[config.mk]
export PLATFORM = sky130hd
export DESIGN_NAME = parity_serializer_flat
export DESIGN_NICKNAME = d
export VERILOG_FILES = /design/src/rtl/parity_serializer_if.sv /design/src/rtl/parity_serializer.sv /design/src/flat_wrapper.sv
export SDC_FILE = /design/constraint.sdc
export NUM_CORES = 1
export LEC_CHECK = 0
export BUFFER_PORTS_ARGS = -buffer_cell sky130_fd_sc_hd__clkbuf_2
export CAP_MARGIN = 10
export CORE_MARGIN = 1.5
export CORE_UTILIZATION = 50
export CTS_CLUSTER_DIAMETER = 30
export DETAILED_ROUTE_END_ITERATION = 6
export MAX_ROUTING_LAYER = met4
export PLACE_DENSITY = 0.74
export SETUP_SLACK_MARGIN = 0.4
export SLEW_MARGIN = 40
export SYNTH_ARGS = -nofsm -noshare
export SYNTH_HDL_FRONTEND = slang
export SYNTH_SLANG_ARGS = --single-unit
[constraint.sdc]
create_clock -name clk -period 2.3 [get_ports clk]
set_clock_uncertainty 0.1 [all_clocks]
set_input_delay 0.23 -clock clk [delete_from_list [all_inputs] [get_ports clk]]
set_output_delay 0.23 -clock clk [all_outputs]
set_load 0.01 [all_outputs]
[src/rtl/parity_serializer_if.sv]
// Handshake and serial-output bundle between a word source and parity_serializer.
// Handshake: a word is accepted on any posedge where start && ready; start while ready is low is dropped, not queued.
interface parity_serializer_if #(
  parameter int WIDTH = 8
) ();
  logic [WIDTH-1:0] data_in;
  logic             start;
  logic             inject_error;
  logic             ready;
  logic             serial_out;
  logic             chk_clear;
  logic             frame_active;
  logic             done;

  modport master (
    output data_in, start, inject_error,
    input  ready, serial_out, chk_clear, frame_active, done
  );

  modport slave (
    input  data_in, start, inject_error,
    output ready, serial_out, chk_clear, frame_active, done
  );
endinterface

[src/rtl/parity_serializer.sv]
// Shifts a WIDTH-bit word out LSB-first followed by one parity bit, framing it
// for a downstream serial parity checker (clear strobe before, verdict pulse after).
module parity_serializer #(
  parameter int WIDTH      = 8,
  parameter int ODD_PARITY = 1
) (
  input  logic               clk,
  input  logic               reset,
  parity_serializer_if.slave bus,
  output logic [1:0]         state_dbg
);
  localparam int CNT_W = (WIDTH > 1) ? $clog2(WIDTH) : 1;
  localparam logic [CNT_W-1:0] LAST_BIT = CNT_W'(WIDTH - 1);

  typedef enum logic [1:0] {
    IDLE   = 2'd0,
    DATA   = 2'd1,
    PARITY = 2'd2
  } state_t;

  state_t             state_q, state_d;
  logic [WIDTH-1:0]   shift_q, shift_d;
  logic [CNT_W-1:0]   cnt_q, cnt_d;
  logic               parity_q, parity_d;
  logic               done_q, done_d;
  logic               base_parity;

  always_ff @(posedge clk) begin
    if (reset) begin
      state_q  <= IDLE;
      shift_q  <= '0;
      cnt_q    <= '0;
      parity_q <= 1'b0;
      done_q   <= 1'b0;
    end else begin
      state_q  <= state_d;
      shift_q  <= shift_d;
      cnt_q    <= cnt_d;
      parity_q <= parity_d;
      done_q   <= done_d;
    end
  end

  // Parity bit makes the data+parity ones count odd (ODD_PARITY) or even.
  always_comb begin
    base_parity = (ODD_PARITY != 0) ? ~^bus.data_in : ^bus.data_in;
  end

  always_comb begin
    state_d  = state_q;
    shift_d  = shift_q;
    cnt_d    = cnt_q;
    parity_d = parity_q;
    done_d   = 1'b0;
    case (state_q)
      IDLE: begin
        if (bus.start) begin
          shift_d  = bus.data_in;
          cnt_d    = '0;
          parity_d = base_parity ^ bus.inject_error;
          state_d  = DATA;
        end
      end
      DATA: begin
        shift_d = shift_q >> 1;
        cnt_d   = cnt_q + 1'b1;
        if (cnt_q == LAST_BIT) begin
          state_d = PARITY;
        end
      end
      PARITY: begin
        state_d = IDLE;
        done_d  = 1'b1;
      end
      default: begin
        state_d = IDLE;
      end
    endcase
  end

  // All outputs decode from registered state so the checker sees clean levels.
  always_comb begin
    bus.ready        = (state_q == IDLE);
    bus.chk_clear    = (state_q == IDLE);
    bus.frame_active = (state_q == DATA) || (state_q == PARITY);
    bus.done         = done_q;
    bus.serial_out   = 1'b0;
    if (state_q == DATA) begin
      bus.serial_out = shift_q[0];
    end else if (state_q == PARITY) begin
      bus.serial_out = parity_q;
    end
  end

  assign state_dbg = state_q;
endmodule

[src/flat_wrapper.sv]
// flat-port wrapper written by rule: the top's interface ports become plain ports
module parity_serializer_flat 
#(
  parameter int WIDTH      = 8,
  parameter int ODD_PARITY = 1
)
  (clk, reset, state_dbg, bus_data_in, bus_start, bus_inject_error, bus_ready, bus_serial_out, bus_chk_clear, bus_frame_active, bus_done);
  parity_serializer_if #(.WIDTH(WIDTH)) bus_i ();
  input  logic clk;
  input  logic reset;
  output logic [1:0] state_dbg;
  input wire logic [$bits(bus_i.data_in)-1:0] bus_data_in;
  input wire logic [$bits(bus_i.start)-1:0] bus_start;
  input wire logic [$bits(bus_i.inject_error)-1:0] bus_inject_error;
  output wire logic [$bits(bus_i.ready)-1:0] bus_ready;
  output wire logic [$bits(bus_i.serial_out)-1:0] bus_serial_out;
  output wire logic [$bits(bus_i.chk_clear)-1:0] bus_chk_clear;
  output wire logic [$bits(bus_i.frame_active)-1:0] bus_frame_active;
  output wire logic [$bits(bus_i.done)-1:0] bus_done;
  assign bus_i.data_in = bus_data_in;
  assign bus_i.start = bus_start;
  assign bus_i.inject_error = bus_inject_error;
  assign bus_ready = bus_i.ready;
  assign bus_serial_out = bus_i.serial_out;
  assign bus_chk_clear = bus_i.chk_clear;
  assign bus_frame_active = bus_i.frame_active;
  assign bus_done = bus_i.done;
  parity_serializer #(.WIDTH(WIDTH), .ODD_PARITY(ODD_PARITY)) u_core (.clk(clk), .reset(reset), .bus(bus_i), .state_dbg(state_dbg));
endmodule
==> PnR_summary.wiki <==
{| class="wikitable"
! Metric !! Value
|-
| Minimum clock period || 1.81 ns
|-
| Peak fanout along the critical path || 13
|-
| Max layer used || met4
|-
| YS warnings || 0
|-
| Final Wtd Congestion || between 0.7 and 0.8
|-
| Worst EP arrival || 1.48 ns
|-
| Pin count of the biggest net entering global routing || 16
|-
| End-of-flow core utilization || 0.631
|-
| Top flip-flop cell by instance count after synthesis || dfxtp_1
|-
| Post-placement setup slack || between 0.4 and 0.5 ns
|-
| Final setup violating endpoints || 0
|-
| Average footprint of a synthesized cell || approximately 9.5 um^2
|-
| Clock root buffer || clkbuf_4
|-
| Portion of total power attributed to combinational logic || 0.267
|-
| Total Neg Setup Slack || 0 ns
|-
| Antenna violations before repair || 0
|-
| Switching power as a share of total power || 0.298
|-
| Required time worst endpoint || ~2.0 ns
|-
| Drt via density || around 5.5
|-
| Number of library cell types mapped by synthesis || 24
|-
| Dominant cells by area after synthesis || dfxtp_1 35%, mux2i_1 8.2%, ha_1 7.4%, a211oi_1 7.1%, nor2_1 4.4%
|-
| Ant. Diodes || 0
|-
| Share of layout cells above drive strength 1 || 0.252
|-
| Period Utilization, post-route || 0.788
|-
| Total wirelength of the detailed-routed design || ~1600 um
|-
| Standard-cell row count || 14
|-
| Kind of launch point of the worst setup path || register
|-
| Min setup slack post-route || about 0.5 ns
|-
| Global route overflow || 0
|-
| Starting density of the core || 0.552
|-
| Fraction of registers with async set/reset || 0
|-
| DRC violation total after the first TritonRoute iteration || 12
|-
| Status || finished, final reports clean
|-
| Netlist area before placement || approximately 850 um^2
|-
| Area leader, netlist || dfxtp_1
|-
| Maximum VDD drop || between 0.3 and 0.4 mV
|-
| Clock transition at path regs || ~0.09 ns
|-
| Detailed placer's ending HPWL || 1120 um
|-
| Relative max-transition margin || 0.736
|-
| Global-route wire length before repair || ~2500 um
|-
| Clk sinks || 15
|-
| Fraction of power consumed by the clock network || 0.248
|-
| Cell count after placement || roughly 120
|-
| Synthesis-stage register bit count || 15
|-
| Synth Instances || 90
|-
| Deepest clock path buffer count || 2
|-
| Number of nets in the final layout || 125
|-
| Post-route antenna net violation count || 0
|-
| IO Count || 19
|-
| Most frequently used cell type in the post-synthesis netlist || dfxtp_1
|-
| # port buffers || 18
|-
| Post-synth EDFFs || 0
|-
| Leak Pwr || about 0.00042 uW
|-
| Synth cell count leaders || 15 x dfxtp_1, 10 x nor2_1, 8 x a211oi_1, 7 x mux2i_1, 6 x a21oi_1
|-
| Share of Yosys cell area claimed by the top area cell type || 0.353
|-
| Vias in the first global route || around 600
|-
| Met1 Wirelength || 795 um
|-
| Die Span X || between 40 and 50 um
|-
| Total power divided by cell area || between 600 and 700 nW/um^2
|-
| Die height || around 44 um
|-
| Routed wl met3 || about 67 um
|-
| H-tree levels || 1
|-
| Final hold viol count || 0
|-
| Total net switching power || about 180 uW
|-
| Std-Cell Core Area || roughly 1500 um^2
|-
| Met2 routed WL || a little under 700 um
|-
| Sequential share of the synthesized area || 0.353
|-
| Critical path class || register to output pin
|-
| Clock tree from TritonCTS || done
|-
| Count of hold-fix buffers inserted at cts || 0
|-
| Setup repair after global routing missed its margin || no
|-
| Internal power of the cells || between 400 and 500 uW
|-
| Kind of end point of the critical path || output pin
|-
| Total global routing track utilization || 0.182
|-
| Post-synthesis to final-layout area growth || 14.4%
|-
| Total vias in the final route || 679
|-
| Sequential cell fraction of total power || 0.485
|-
| TritonCTS buffer count || 3
|-
| Total Die Area || between 1500 and 2000 um^2
|-
| Class of the tightest hold or removal check || input port to register
|-
| Later-pin clock latency in the skew report || about 0.28 ns
|-
| Number of optimization iterations in the first detailed-route pass || 4
|-
| Final Max Slew Viols || 0
|-
| Maximum Capacitance Violations || 0
|-
| Fmax achieved || approximately 0.55 GHz
|-
| DRC violation count after routing || 0
|-
| Syn Nets || 107
|-
| Final Non-Filler Cells || between 100 and 150
|-
| Detailed-route wire length per cell || approximately 13 um
|-
| Actual transition at the worst max-transition pin || ~0.39 ns
|}
==> power groups by stage <==
stage	clock (uW)	sequential, uW	combinational (uW)
after global routing	166	300	182
final	152	297	164
after CTS	155	296	166
after global placement	0	300	157
after detailed placement	0	301	162
after floorplan	0	299	126
==> critical path: stages (launching register included) <==
cell	delay, ns
dfxtp_1	0.39
inv_1	0.10
ha_4	0.22
buf_4	0.19
o21ai_0	0.15
clkbuf_2	0.15
==> path summary, 6_finish.rpt <==
path         slack, ns                start  cells past startpoint           endpoint
min reg2reg       0.41    u_core.shift_q[4]                      2  u_core.shift_q[4]
max               0.49  u_core.state_dbg[1]                      5     bus_serial_out
max reg2reg       0.53  u_core.state_dbg[0]                      5  u_core.shift_q[3]
min               0.19       bus_data_in[1]                      3  u_core.shift_q[1]
==> layout by cell type, fill, tap and decap left out, types with 2 or more instances in the layout <==
cell type,count
nor2_1,10
dfxtp_1,15
inv_1,5
clkbuf_4,3
a32oi_1,2
xor2_1,2
a21oi_1,6
mux2i_1,7
clkbuf_2,18
mux2_2,3
nor3_1,2
xnor2_1,4
a211oi_1,8
nand2_1,5
nor2b_1,2
a311oi_1,2
ha_1,4
==> routing by layer <==
layer | up-vias | track usage
met3 | 2 | 0.0490
li1 | 352 | -
met4 | 0 | 0.0727
met1 | 311 | 0.232
met2 | 14 | 0.274
met5 | - | -
==> through the flow <==
stage / cell area, um^2 / total power, uW / hold slack (ns)
2_1_floorplan: 851 / 425 / 0.202
3_3_place_gp: 935 / 457 / 0.387
3_5_place_dp: 935 / 463 / 0.401
4_1_cts: 973 / 617 / 0.193
5_1_grt: 973 / 647 / 0.204
6_report: 973 / 612 / 0.190
==> what timing repair did <==
item	in CTS	in global routing
endpoints found under the setup margin	1	0
buffers inserted	0	0
gates resized for setup	2	0
==> flip-flops by register name, indices dropped and copies added (netlist names) <==
name	cells
u_core.shift_q	8
u_core.cnt_q	3
u_core.state_dbg	2
u_core.bus.done	1
u_core.parity_q	1
==> cell families (layout without fill, tap and decap cells) <==
family / count (synthesis) / after routing / synth area share
flops: 15 / 15 / 0.353
xor+xnor: 8 / 8 / 0.121
mux: 10 / 10 / 0.122
fa+ha+maj: 5 / 5 / 0.0735
compound gates: 21 / 21 / 0.169
buf+inv: 11 / 28 / 0.0618
simple gates: 20 / 20 / 0.100
==> layout make-up <==
cell class                      count  area (um^2)
Multi-Input combinational cell     64          510
Sequential cell                    15          300
Inverter                            5         18.8
Timing Repair Buffer               19         97.6
Clock buffer                        4         26.3
Tap cell                           16         20.0
Fill cell                         133          568
No activity file was read; power rests on OpenSTA's default activity.
